**src/rtl/uart_tx_arb_pkg.sv**
```systemverilog
// uart_tx_arb_pkg: shared state encoding, requester ids and stats width for the UART TX arbiter
package uart_tx_arb_pkg;
    typedef enum logic [1:0] {IDLE = 2'd0, G0 = 2'd1, G1 = 2'd2} state_e;
    localparam logic REQ_CPU = 1'b0;
    localparam logic REQ_DBG = 1'b1;
    localparam int STATS_W = 16;
endpackage

```
**src/rtl/uart_tx_arb_outreg.sv**
```systemverilog
// uart_tx_arb_outreg: single-entry registered output stage with valid/ready and source tag
module uart_tx_arb_outreg #(
    parameter int DW = 8
) (
    input  logic          HCLK,
    input  logic          HRESETn,
    input  logic          load,
    input  logic [DW-1:0] load_data,
    input  logic          load_src,
    input  logic          out_ready,
    output logic          out_valid,
    output logic [DW-1:0] out_data,
    output logic          out_src
);
    logic          valid_q, valid_d;
    logic [DW-1:0] data_q, data_d;
    logic          src_q, src_d;
    always_comb begin
        valid_d = load || (valid_q && !out_ready);
        data_d  = load ? load_data : data_q;
        src_d   = load ? load_src : src_q;
    end
    always_ff @(posedge HCLK or negedge HRESETn) begin
        if (!HRESETn) begin
            valid_q <= 1'b0;
            data_q  <= '0;
            src_q   <= 1'b0;
        end else begin
            valid_q <= valid_d;
            data_q  <= data_d;
            src_q   <= src_d;
        end
    end
    assign out_valid = valid_q;
    assign out_data  = data_q;
    assign out_src   = src_q;
endmodule

```
**src/rtl/uart_tx_arbiter.sv**
```systemverilog
// uart_tx_arbiter: round-robin packet arbiter with burst limit feeding one UART TX sink; UART_TX_ARB_STATS_EN adds grant/byte counters
module uart_tx_arbiter
    import uart_tx_arb_pkg::*;
#(
    parameter int DW        = 8,
    parameter int MAX_BURST = 16,
    parameter int CNTW      = 8
) (
    input  logic          HCLK,
    input  logic          HRESETn,
    input  logic          req0_valid,
    input  logic [DW-1:0] req0_data,
    input  logic          req0_last,
    output logic          req0_ready,
    input  logic          req1_valid,
    input  logic [DW-1:0] req1_data,
    input  logic          req1_last,
    output logic          req1_ready,
    output logic          out_valid,
    output logic [DW-1:0] out_data,
    output logic          out_src,
    input  logic          out_ready,
    output logic          busy
`ifdef UART_TX_ARB_STATS_EN
    ,
    output logic [STATS_W-1:0] grant_cnt0,
    output logic [STATS_W-1:0] grant_cnt1,
    output logic [STATS_W-1:0] byte_cnt
`endif
);
    state_e          state_q, state_d;
    logic            last_grant_q, last_grant_d;
    logic [CNTW-1:0] burst_cnt_q, burst_cnt_d;
    logic            can_load, acc0, acc1, acc, acc_src, acc_last, rel;
    logic [DW-1:0]   acc_data;
    assign can_load   = !out_valid || out_ready;
    assign req0_ready = (state_q == G0) && can_load;
    assign req1_ready = (state_q == G1) && can_load;
    assign acc0       = req0_valid && req0_ready;
    assign acc1       = req1_valid && req1_ready;
    assign acc        = acc0 || acc1;
    assign acc_src    = acc1 ? REQ_DBG : REQ_CPU;
    assign acc_data   = acc1 ? req1_data : req0_data;
    assign acc_last   = acc1 ? req1_last : req0_last;
    assign rel        = acc && (acc_last || (burst_cnt_q + CNTW'(1) == CNTW'(MAX_BURST)));
    always_comb begin
        state_d      = state_q;
        last_grant_d = last_grant_q;
        burst_cnt_d  = burst_cnt_q;
        if (state_q == IDLE) begin
            state_d = (req0_valid && req1_valid) ? (last_grant_q ? G0 : G1) :
                      req0_valid ? G0 : req1_valid ? G1 : IDLE;
        end else if (rel) begin
            last_grant_d = acc_src;
            burst_cnt_d  = '0;
            state_d      = acc_src ? (req0_valid ? G0 : IDLE) : (req1_valid ? G1 : IDLE);
        end else if (acc) begin
            burst_cnt_d = burst_cnt_q + CNTW'(1);
        end
    end
    always_ff @(posedge HCLK or negedge HRESETn) begin
        if (!HRESETn) begin
            state_q      <= IDLE;
            last_grant_q <= 1'b1;
            burst_cnt_q  <= '0;
        end else begin
            state_q      <= state_d;
            last_grant_q <= last_grant_d;
            burst_cnt_q  <= burst_cnt_d;
        end
    end
    uart_tx_arb_outreg #(.DW(DW)) u_outreg (
        .HCLK      (HCLK),
        .HRESETn   (HRESETn),
        .load      (acc),
        .load_data (acc_data),
        .load_src  (acc_src),
        .out_ready (out_ready),
        .out_valid (out_valid),
        .out_data  (out_data),
        .out_src   (out_src)
    );
    assign busy = (state_q != IDLE) || out_valid;
`ifdef UART_TX_ARB_STATS_EN
    logic [STATS_W-1:0] grant_cnt0_q, grant_cnt0_d;
    logic [STATS_W-1:0] grant_cnt1_q, grant_cnt1_d;
    logic [STATS_W-1:0] byte_cnt_q, byte_cnt_d;
    always_comb begin
        grant_cnt0_d = grant_cnt0_q + STATS_W'(state_d == G0 && state_q != G0);
        grant_cnt1_d = grant_cnt1_q + STATS_W'(state_d == G1 && state_q != G1);
        byte_cnt_d   = byte_cnt_q + STATS_W'(out_valid && out_ready);
    end
    always_ff @(posedge HCLK or negedge HRESETn) begin
        if (!HRESETn) begin
            grant_cnt0_q <= '0;
            grant_cnt1_q <= '0;
            byte_cnt_q   <= '0;
        end else begin
            grant_cnt0_q <= grant_cnt0_d;
            grant_cnt1_q <= grant_cnt1_d;
            byte_cnt_q   <= byte_cnt_d;
        end
    end
    assign grant_cnt0 = grant_cnt0_q;
    assign grant_cnt1 = grant_cnt1_q;
    assign byte_cnt   = byte_cnt_q;
`endif
endmodule

```
**config.mk**
```make
export PLATFORM = sky130hd
export DESIGN_NAME = uart_tx_arbiter
export DESIGN_NICKNAME = d
export VERILOG_FILES = /design/src/rtl/uart_tx_arb_pkg.sv /design/src/rtl/uart_tx_arb_outreg.sv /design/src/rtl/uart_tx_arbiter.sv
export SDC_FILE = /design/constraint.sdc
export NUM_CORES = 1
export LEC_CHECK = 0
export CAP_MARGIN = 30
export CORE_ASPECT_RATIO = 1.2
export CORE_UTILIZATION = 45
export CTS_CLUSTER_SIZE = 28
export DETAILED_ROUTE_END_ITERATION = 6
export PLACE_DENSITY_LB_ADDON = 0.05
export REMOVE_ABC_BUFFERS = 1
export SYNTH_ARGS = -nofsm -noshare
export SYNTH_HDL_FRONTEND = slang
export SYNTH_SLANG_ARGS = --single-unit
```
**constraint.sdc**
```tcl
create_clock -name HCLK -period 1.9 [get_ports HCLK]
set_clock_uncertainty 0.05 [all_clocks]
set_input_delay 0.38 -clock HCLK [delete_from_list [all_inputs] [get_ports HCLK]]
set_output_delay 0.38 -clock HCLK [all_outputs]
set_load 0.02 [all_outputs]
```
After elaboration in Yosys (flattened, before gate mapping)
Cells that the tools add are included.

Bits in registers: 21.

Bitwise logic cells: 1. Muxes and demuxes: 13. Reduce and logical (&&, ||, !) cells: 20. Equality and inequality tests: 3. Add/subtract/negate cells: 1.

Operators by type and width (number): $mux 8 (3); $mux 2 (7); $add 8x1->8 const B (1); $eq 8x5->1 const B (1); $logic_and 1x1->1 (7); $reduce_bool 2->1 (3); $logic_or 1x1->1 (5); $reduce_and 2->1 (2); $mux 1 (3); $eq 2x1->1 const B (1); $eq 2x2->1 const B (1); $logic_not 1->1 (2); $logic_not 2->1 (1); $not 1->1 (1).

Longest topological paths before layout
Depth after elaboration: 9. Gate-level depth with buffers: 6.

By module
A second synthesis with hierarchy kept.

Cells, all modules: 126. Area total of the unflattened synthesis: 1348.8 um^2.

By module, submodules not included: uart_tx_arbiter (times used 1, area each 939.7 um^2, cells each 104); uart_tx_arb_outreg (times used 1, area each 409.1 um^2, cells each 22).

Least setup slack after synthesis
No wires, ideal clock.

Path kind: register -> register. Start point: register burst_cnt_q[0]. End point: register burst_cnt_q[0]. Stages on the path, launching flop included: 7. Arrival: 1441 ps. Period minus slack after synthesis: 1616 ps. Slack: 284 ps. Path buffers: 0. Setup time: 125 ps. Path through: dfrtp_1 ha_1 o21ai_0 o221ai_2 a21oi_4 nor2_2 mux2_2.

Cells in the longest elaborated chain, start to end: 6. Elaborated cells between the ends (all ways): 8. Those cells by class: 1 x add/sub; 1 x eq/ne; 2 x mux; 4 x reduce/logical.

Ends and longest elaborated chain: start, declared (line uart_tx_arbiter.sv:33) `logic [CNTW-1:0] burst_cnt_q, burst_cnt_d;`; start signal, assigned (line uart_tx_arbiter.sv:69) `burst_cnt_q <= burst_cnt_d;`; $add 8x1->8 (*) (line uart_tx_arbiter.sv:45, uart_tx_arbiter.sv:58); $eq 8x5->1 (line uart_tx_arbiter.sv:45) `assign rel = acc && (acc_last || (burst_cnt_q + CNTW'(1) == CNTW'(MAX_BURST)));`; $logic_or 1x1->1 (line uart_tx_arbiter.sv:45); $logic_and 1x1->1 (line uart_tx_arbiter.sv:45); $reduce_bool 2->1 (no source line); $reduce_and 2->1 (no source line).

Every way passes the cells marked *; elsewhere a longest branch is shown, timed or not. The select of a mux whose other input is x is not followed. A chain may end at the register's enable or synchronous reset.

Worst setup path in the final report
Start point: input out_ready. End point: output req0_ready.

Cells in the longest elaborated chain, start to end: 2.

Ends and longest elaborated chain: start, declared (line uart_tx_arbiter.sv:22) `input logic out_ready,`; $logic_or 1x1->1 (line uart_tx_arbiter.sv:36) `assign can_load = !out_valid || out_ready;`; $logic_and 1x1->1 (line uart_tx_arbiter.sv:37) `assign req0_ready = (state_q == G0) && can_load;`; end, declared (line uart_tx_arbiter.sv:14) `output logic req0_ready,`.

No other way between the ends.

==> results.yml <==
synthesis:
  async_reset_ff_share_pct: 100.0
  synth_cells: 120
  synthFlopType: "dfrtp_1"
  synth-edff-count: 0
  synth_cell_types: 41
  syn_area_per_cell_um2: 10.18
  ys_seq_area_share_pct: 43.14
  syn_area_mm2: 0.001221
  synth_warnings: 0
  ys_seq_elements: 21
clock_tree:
  htree_levels: 1
  cts_tree: "built"
  clk_path_buf_depth: 2
  cts_sinks: 21
  cts_made_buffers: 3
  cts_hold_buf: 0
  clkTransAtPathRegs_ps: 110
  clockRootBuffer: "clkbuf_4"
  clock_latency_ps: 290
global_route:
  grtUsageTotal_pct: 20.05
  grt_max_degree: 22
  grt_overflow_total: 0
  grt_pass1_vias: 1039
  grt_antenna_before_repair: 0
  grt_pass1_wl_mm: 4.457
placement:
  globalplace.congestion: 0.8059
  dp.cells: 192
  dp_hpwl_mm: 2.028
  port_buffers: 35
  place_ws_ps: -239.0
die:
  die_w_um: 49.56
  rows: 20
  fp.dieH_um: 59.07
  fp.coreArea_mm2: 0.002552
  die_area_mm2: 0.002927
  initial_utilization_pct: 47.84
  io_pins: 36
critical_path:
  crit_arrival_ps: 1420
  path_class: "input port to output port"
  reg2reg_to: "burst_cnt_q[0]"
  startpoint_type: "input port"
  endpoint_kind: "output port"
  r2r-start: "burst_cnt_q[0]"
  critPathBufInv: 2
  r2r_cells: 6
  cpLargestDelayFamily: "buffers and inverters"
  critPathRequiredTime_ps: 1470
  crit_fanout: 3
  path_cells: "clkdlybuf4s50_1, nand2b_4, and3b_1, dlygate4sd2_1"
  critical-path-max-stage-delay_ps: 450
  cp_slowest_cell: "clkdlybuf4s50_1"
  r2r_slack_ps: 130
route:
  drtIter0Drc: 26
  drc: 0
  viasPerCell: 5.315
  wl_mm: 2.577
  ant_nets: 0
  vias: 1047
  dr.pass1.iters: 4
  post_drt_wl_per_cell_um: 13.08
layout:
  multiInputGateArea_um2: 651.9
  fin_util_pct: 66.03
  stdcell_count: 197
  area_growth_pct: 38.01
  layout-drive-gt1-share_pct: 15.85
  num_antenna_cells: 0
  nNetsFinal: 190
  seqCellArea_um2: 529.3
  fillers: 239
sta:
  relSlewSlack_pct: 78.46
  setup_violations: 0
  finalHoldViolations: 0
  setup_ws_ps: 45.76
  tightestPinTransition_ps: 323.0
  finalCritPeriodShare_pct: 97.59
  fin_tns_setup_ps: 0
  maxSlewViolCount: 0
  hold_slack_ps: 366.2
  rsz0062_at_grt: "false"
  fmaxAchievable_mhz: 539.3
  min_period_ps: 1854
power:
  power.density_mw_per_mm2: 1220
  power.leakage_nw: 0.7973
  vdd_drop_max_mv: 0.9573
job:
  cap_violations: 0
status:
  status: "finished, final reports clean"
hold_path:
  hold_path_class: "input port to async pin"
-- layer usage --
metal	up-vias	wire length, um	GRT usage (%)
met5	-	0	0
met4	0	15	6.531
met3	2	136	5.641
met2	23	1341	35.91
met1	505	1083	23.00
li1	517	-	-
-- power breakdown --
group | switching (mW) | leakage (nW) | internal (mW)
clock network | 0.130 | 0.0150 | 0.0816
registers | 0.120 | 0.252 | 0.622
logic | 0.537 | 0.530 | 0.564
-- Yosys cell counts, drive strengths merged (2+ instances only) --
cell     number  area share, %
nand3         7            2.9
a21oi        10            5.0
dfrtp        20             41
and2          3            1.5
nor2         12            3.9
inv           2           0.61
o2bb2ai       2            1.4
a211oi        2            1.2
mux2i         8            6.6
nand2b        3            2.2
nand4b        2            3.9
and3b         3            2.2
nor3b         2            1.2
nand2        10            3.1
buf           5            2.6
o21ai         4            1.9
or3           3            1.5
a22o          3            2.2
ha            2            2.0
nand3b        2            1.2
-- cell usage in the layout, fill, tap and decap left out, drive strengths merged, types with 2 or more instances in the layout --
master | synthesis | routed
nor3b | 2 | 2
nand2 | 10 | 10
or3 | 3 | 3
clkdlybuf4s50 | 0 | 32
dlygate4sd2 | 0 | 3
buf | 5 | 11
o21ai | 4 | 4
nand3 | 7 | 7
ha | 2 | 2
a211oi | 2 | 2
nand2b | 3 | 3
o2bb2ai | 2 | 2
a22o | 3 | 3
nand4b | 2 | 2
dfrtp | 20 | 20
inv | 2 | 2
a21oi | 10 | 10
nor2 | 12 | 12
and3b | 3 | 3
and2 | 3 | 3
nand3b | 2 | 2
clkbuf | 1 | 4
mux2i | 8 | 8
-- timing repair --
item,4_1_cts,5_1_grt
hold endpoints to repair,0,0
endpoints found under the setup margin,3,2
resized for setup,3,2
setup buffers,0,1
pin swaps,0,0
-- state kept, by name, summed over array words and instances, names as in the netlist --
| signal | count |
|---|---|
| burst_cnt_q | 8 |
| state_q | 2 |
| u_outreg.out_data | 8 |
| last_grant_q | 1 |
| u_outreg.out_src | 1 |
| u_outreg.out_valid | 1 |
-- cell type report --
cell class / count / area share (%)
multi-input combinational: 91 / 38.68
clock buffer: 4 / 1.559
timing repair buffer: 46 / 25.46
sequential: 21 / 31.40
inverter: 2 / 0.4454
tap: 33 / 2.450
-- through the flow --
stage          cell area [um^2]  total power [mW]
5_1_grt                    1685             2.213
4_1_cts                    1675             2.065
3_3_place_gp               1653             1.830
2_1_floorplan              1186             1.345
3_5_place_dp               1653             1.869
6_report                   1685             2.056
-- logic make-up (layout without fill, tap and decap cells) --
| family | Yosys count | after routing | share of synthesized area, % |
|---|---|---|---|
| simple gates | 50 | 50 | 25.21 |
| compound gates | 28 | 28 | 17.21 |
| fa+ha+maj | 2 | 2 | 2.049 |
| mux | 9 | 9 | 7.480 |
| flops | 21 | 21 | 43.14 |
| xor+xnor | 2 | 2 | 1.435 |
| buf+inv | 8 | 52 | 3.484 |
-- worst max path at each step --
stage                             from  slack (ps)             end  depth (start not counted)
CTS                          out_ready          30      req0_ready                          4
global route                 out_ready           4      req0_ready                          4
detailed placement           out_ready        -240      req0_ready                          4
global placement             out_ready        -230      req0_ready                          4
floorplan           u_outreg.out_valid         210  burst_cnt_q[5]                          5
finish                       out_ready          50      req0_ready                          4
Note: power is estimated with default switching activity, not from simulation.
